===== config.mk =====
export PLATFORM = sky130hd
export DESIGN_NAME = stream_arbiter_flat
export DESIGN_NICKNAME = d
export VERILOG_FILES = /design/src/rtl/stream_arbiter_if.sv /design/src/rtl/stream_arbiter.sv /design/src/flat_wrapper.sv
export SDC_FILE = /design/constraint.sdc
export NUM_CORES = 1
export LEC_CHECK = 0
export ABC_AREA = 1
export CAP_MARGIN = 0
export CORE_AREA = 3 3 65 67
export CTS_BUF_LIST = sky130_fd_sc_hd__clkbuf_8
export DETAILED_ROUTE_END_ITERATION = 8
export DIE_AREA = 0 0 68 70
export GPL_ROUTABILITY_DRIVEN = 0
export GPL_TIMING_DRIVEN = 0
export PLACE_DENSITY = 0.87
export SKIP_LAST_GASP = 1
export SLEW_MARGIN = 20
export SYNTH_ARGS = -nofsm -noshare
export SYNTH_HDL_FRONTEND = slang
export SYNTH_SLANG_ARGS = --single-unit

===== constraint.sdc =====
create_clock -name clk -period 4.35 [get_ports clk]
set_clock_uncertainty 0.15 [all_clocks]
set_input_delay 0.435 -clock clk [delete_from_list [all_inputs] [get_ports clk]]
set_output_delay 0.435 -clock clk [all_outputs]
set_load 0.005 [all_outputs]

===== src/rtl/stream_arbiter_if.sv =====
// Requester-side and streamer-side signals of the byte arbiter, bundled as one port.
// master drives requests and watches grants; slave is the arbiter itself.
interface stream_arbiter_if #(
  parameter int NREQ = 4
);
  logic [NREQ-1:0]   req;
  logic [8*NREQ-1:0] reqData;
  logic [NREQ-1:0]   ack;
  logic              strmEn;
  logic [7:0]        strmData;
  logic [2:0]        grantId;
  logic              busy;
  logic              frameDone;

  modport master (
    output req, reqData,
    input  ack, strmEn, strmData, grantId, busy, frameDone
  );

  modport slave (
    input  req, reqData,
    output ack, strmEn, strmData, grantId, busy, frameDone
  );
endinterface


===== src/rtl/stream_arbiter.sv =====
// Round-robin byte arbiter for one serial streamer: a req seen in IDLE is loaded/acked next cycle.
// Each frame occupies LOAD + 9 SEND cycles + GAP idle cycles; req is ignored until IDLE returns.
module stream_arbiter #(
  parameter int NREQ = 4,
  parameter int GAP  = 1
) (
  input  logic            clk,
  input  logic            rst,
  stream_arbiter_if.slave bus
);
  localparam int         IW       = $clog2(NREQ);
  localparam logic [3:0] GAP_LAST = (GAP > 0) ? 4'(GAP - 1) : 4'd0;

  typedef enum logic [1:0] {IDLE, LOAD, SEND, GAPW} state_t;

  state_t        state;
  logic [IW-1:0] ptr;
  logic [IW-1:0] win;
  logic          any;
  logic [7:0]    win_byte;
  logic [3:0]    scnt;
  logic [3:0]    gcnt;

  // Search starts at ptr and wraps; the first requester found wins.
  always_comb begin
    logic [IW-1:0] cand;
    any  = 1'b0;
    win  = '0;
    cand = '0;
    for (int k = 0; k < NREQ; k++) begin
      cand = IW'((int'(ptr) + k) % NREQ);
      if (!any && bus.req[cand]) begin
        any = 1'b1;
        win = cand;
      end
    end
  end

  always_comb begin
    win_byte = '0;
    for (int i = 0; i < NREQ; i++) begin
      if (IW'(i) == win) win_byte = bus.reqData[8*i +: 8];
    end
  end

  always_ff @(posedge clk) begin
    if (rst) begin
      state         <= IDLE;
      ptr           <= '0;
      scnt          <= '0;
      gcnt          <= '0;
      bus.ack       <= '0;
      bus.strmEn    <= 1'b0;
      bus.strmData  <= '0;
      bus.grantId   <= '0;
      bus.busy      <= 1'b0;
      bus.frameDone <= 1'b0;
    end else begin
      bus.ack       <= '0;
      bus.strmEn    <= 1'b0;
      bus.frameDone <= 1'b0;
      case (state)
        IDLE: begin
          if (any) begin
            state        <= LOAD;
            bus.ack[win] <= 1'b1;
            bus.strmEn   <= 1'b1;
            bus.strmData <= win_byte;
            bus.grantId  <= 3'(win);
            bus.busy     <= 1'b1;
            ptr          <= (int'(win) == NREQ - 1) ? '0 : win + 1'b1;
          end
        end
        LOAD: begin
          state <= SEND;
          scnt  <= '0;
        end
        SEND: begin
          // frameDone is registered, so it is raised one cycle ahead of the last bit cycle.
          scnt          <= scnt + 1'b1;
          bus.frameDone <= (scnt == 4'd7);
          if (scnt == 4'd8) begin
            scnt <= '0;
            if (GAP == 0) begin
              state    <= IDLE;
              bus.busy <= 1'b0;
            end else begin
              state <= GAPW;
              gcnt  <= '0;
            end
          end
        end
        GAPW: begin
          if (gcnt == GAP_LAST) begin
            state    <= IDLE;
            bus.busy <= 1'b0;
            gcnt     <= '0;
          end else begin
            gcnt <= gcnt + 1'b1;
          end
        end
        default: state <= IDLE;
      endcase
    end
  end
endmodule


===== src/flat_wrapper.sv =====
// flat-port wrapper written by rule: the top's interface ports become plain ports
module stream_arbiter_flat 
#(
  parameter int NREQ = 4,
  parameter int GAP  = 1
)
  (clk, rst, bus_req, bus_reqData, bus_ack, bus_strmEn, bus_strmData, bus_grantId, bus_busy, bus_frameDone);
  stream_arbiter_if #(.NREQ(NREQ)) bus_i ();
  input  logic clk;
  input  logic rst;
  input wire logic [$bits(bus_i.req)-1:0] bus_req;
  input wire logic [$bits(bus_i.reqData)-1:0] bus_reqData;
  output wire logic [$bits(bus_i.ack)-1:0] bus_ack;
  output wire logic [$bits(bus_i.strmEn)-1:0] bus_strmEn;
  output wire logic [$bits(bus_i.strmData)-1:0] bus_strmData;
  output wire logic [$bits(bus_i.grantId)-1:0] bus_grantId;
  output wire logic [$bits(bus_i.busy)-1:0] bus_busy;
  output wire logic [$bits(bus_i.frameDone)-1:0] bus_frameDone;
  assign bus_i.req = bus_req;
  assign bus_i.reqData = bus_reqData;
  assign bus_ack = bus_i.ack;
  assign bus_strmEn = bus_i.strmEn;
  assign bus_strmData = bus_i.strmData;
  assign bus_grantId = bus_i.grantId;
  assign bus_busy = bus_i.busy;
  assign bus_frameDone = bus_i.frameDone;
  stream_arbiter #(.NREQ(NREQ), .GAP(GAP)) u_core (.clk(clk), .rst(rst), .bus(bus_i));
endmodule

==> flow_summary.toml <==
[status]
status = "finished clean"

[place]
dpl_cell_area_sq_um = 2470
dp.cells = 380
io_buffers = 54
dp_hpwl_mm = 3.47

[setup_path]
cp-start-kind = "input pin"
worstSetupPathType = "input pin to flop"
path_cells = "clkdlybuf4s50_1, inv_1, nand2_2, nand3_1, nand2_2, inv_1, nand2_1, nand2_1, nand3_1, inv_1, ha_1, clkbuf_1, nor2_1, nand2_1, nand2_1, o21ai_0, nand2_1, o21ai_0, nand2_2, nand2_1, nor2_1"
end_kind = "flop"
cp_top_family = "simple AND/OR/NAND/NOR gates"
critical_path.max_stage_delay_ns = 0.49
r2r_setup_slack_ns = 1.23
critical_path_required_ns = 4.42
critical_path.max_fanout = 10
path_common_cell = "nand2_1"
slowest_stage = "clkdlybuf4s50_1"
cp.arrival_ns = 3.34
critPathBufInv = 5

[detailed_routing]
viasPerCell = 4.83
drtPass1Iterations = 5
drc_errors = 0
drt_first_iter_violations = 82
num_vias = 1873
wl_per_cell_um = 11.4
ant_nets = 0
drt_wl_total_mm = 4.44

[cells_and_area]
layout-drive-gt1-share = 0.132
layout.nets = 389
final_common_cell = "nand2_1"
fillCellCount = 310
final_cell_mix = "nand2_1 (73), clkdlybuf4s50_1 (54), nor2_1 (30), inv_1 (29), dfxtp_1 (29)"
multi_input_area_sq_um = 1110
regArea_sq_um = 581
stdcell_area_sq_um = 2590
insertedDiodeCount = 0
syn2layout_area_growth_pct = 38.5
fin_cells = 388

[clock_tree]
path_clk_slew_ns = 0.07
clock-root-buffer = "clkbuf_8"
post-cts-setup-buffer-count = 0
clock_tree.buffer_depth = 2
htree_levels = 2
postCtsHoldBufs = 0
cts_buffers = 5
cts.sinks = 29
clock_latency_ns = 0.28
ctsResizeCount = 0
cts_tree = "yes"

[synthesis]
synth_area_per_cell_sq_um = 6.74
ys_warn_count = 0
synth_cell_types = 26
netlist.area_leader.share = 0.310
synth_area_sq_um = 1870
synth-seq-area-share = 0.310
synth_top_area_cell = "dfxtp_1"
syn_nets = 328
synth_area_leaders = "dfxtp_1 (31%), nand2_1 (15%), ha_1 (8.0%)"
postSynthCellCount = 278
ys_seq_elements = 29

[power]
power_density_nw_per_um2 = 864
leakage_nw = 1.23
irDropWorstVdd_uv = 422

[global_routing]
grt_max_degree = 11
gr-total-overflow = 0
grt_pass1_vias = 1701
grt_antenna_before_repair = 0
grt_pass1_wl_mm = 7.27
grt_usage = 0.195

[floorplanning]
coreArea_sq_um = 3690
row_count = 22
start_util = 0.508
io_pins = 56
die_w_um = 68
dieArea_sq_um = 4760
die_h_um = 70

[timing]
whs_ns = 0.327
worst_pin_slew_ns = 0.527
max_freq_mhz = 305
fin_crit_ns = 3.28
max-slew-margin-rel = 0.647
slew_violations = 0
period_share = 0.753
rsz0062_at_grt = "false"
hold_viol_final = 0
finalSetupViolCount = 0
tns_ns = 0

[hold_path]
hold_path_class = "flop to flop"

[job]
maxCapViolations = 0
[state kept, by name, indices dropped and copies added, names as in the netlist]
| register | count |
|---|---|
| u_core.bus.strmData | 8 |
| u_core.bus.ack | 4 |
| u_core.gcnt | 4 |
| u_core.scnt | 4 |
| u_core.bus.grantId | 2 |
| u_core.ptr | 2 |
| u_core.state | 2 |
| u_core.bus.busy | 1 |
| u_core.bus.frameDone | 1 |
| u_core.bus.strmEn | 1 |
[Yosys cell counts]
cell type / count
xor2_1: 2
nor3_1: 5
conb_1: 1
buf_6: 2
nand3_4: 1
nand3_1: 15
nand3b_1: 1
buf_4: 2
inv_1: 29
ha_1: 12
inv_8: 1
clkbuf_1: 3
nand2_2: 21
clkinv_1: 1
nand2_1: 73
o21ai_0: 18
inv_2: 2
a211oi_1: 1
a21oi_2: 1
dfxtp_1: 29
nand4_1: 4
a21oi_1: 17
nor2_1: 30
buf_2: 1
nand2_4: 5
nor2_8: 1
[final timing paths]
| kind | from | end | cells past startpoint |
|---|---|---|---|
| min reg2reg | u_core.scnt[3] | u_core.bus.frameDone | 1 |
| max | bus_req[3] | u_core.bus.strmData[0] | 21 |
| min | u_core.scnt[3] | u_core.bus.frameDone | 1 |
| max reg2reg | u_core.ptr[0] | u_core.bus.strmData[0] | 21 |
[kinds of logic (layout without fill, tap and decap cells)]
group	after synthesis	count (layout)	share of synthesized area
AOI/OAI and AO/OA	37	37	0.102
and+or+nand+nor	156	156	0.397
buffers and inverters	41	103	0.0989
adders and majority gates	12	12	0.0802
DFF	29	29	0.310
other	1	1	0.00200
xor gates and xnor gates	2	2	0.00935
[power breakdown]
part           total [mW]  switching [mW]  internal, mW
clock network       0.292           0.106         0.186
registers           0.404          0.0472         0.356
logic                1.54           0.947         0.598
[per-layer routing]
metal	track usage	vias to the layer above	wire length, um
met5	0	-	0
met4	0.0728	0	108
met3	0.0434	12	286
met2	0.331	43	2130
met1	0.232	824	1910
li1	-	994	-
[area by class of cell]
class | instances | share of cell area
multi-input combinational | 208 | 0.427
clock inverter | 2 | 0.0145
inverter | 33 | 0.0507
clock buffer | 6 | 0.0318
tap | 48 | 0.0232
timing repair buffer | 54 | 0.208
buffer | 8 | 0.0207
sequential | 29 | 0.224
[through the flow]
stage	util	total power [mW]	worst slack, ns
6_report	0.703	2.24	1.07
3_3_place_gp	0.671	1.90	0.896
2_1_floorplan	-	1.55	1.77
4_1_cts	0.703	2.25	1.12
3_5_place_dp	0.671	1.94	0.846
5_1_grt	0.703	2.50	0.771
(Power assumes the default switching activity.)
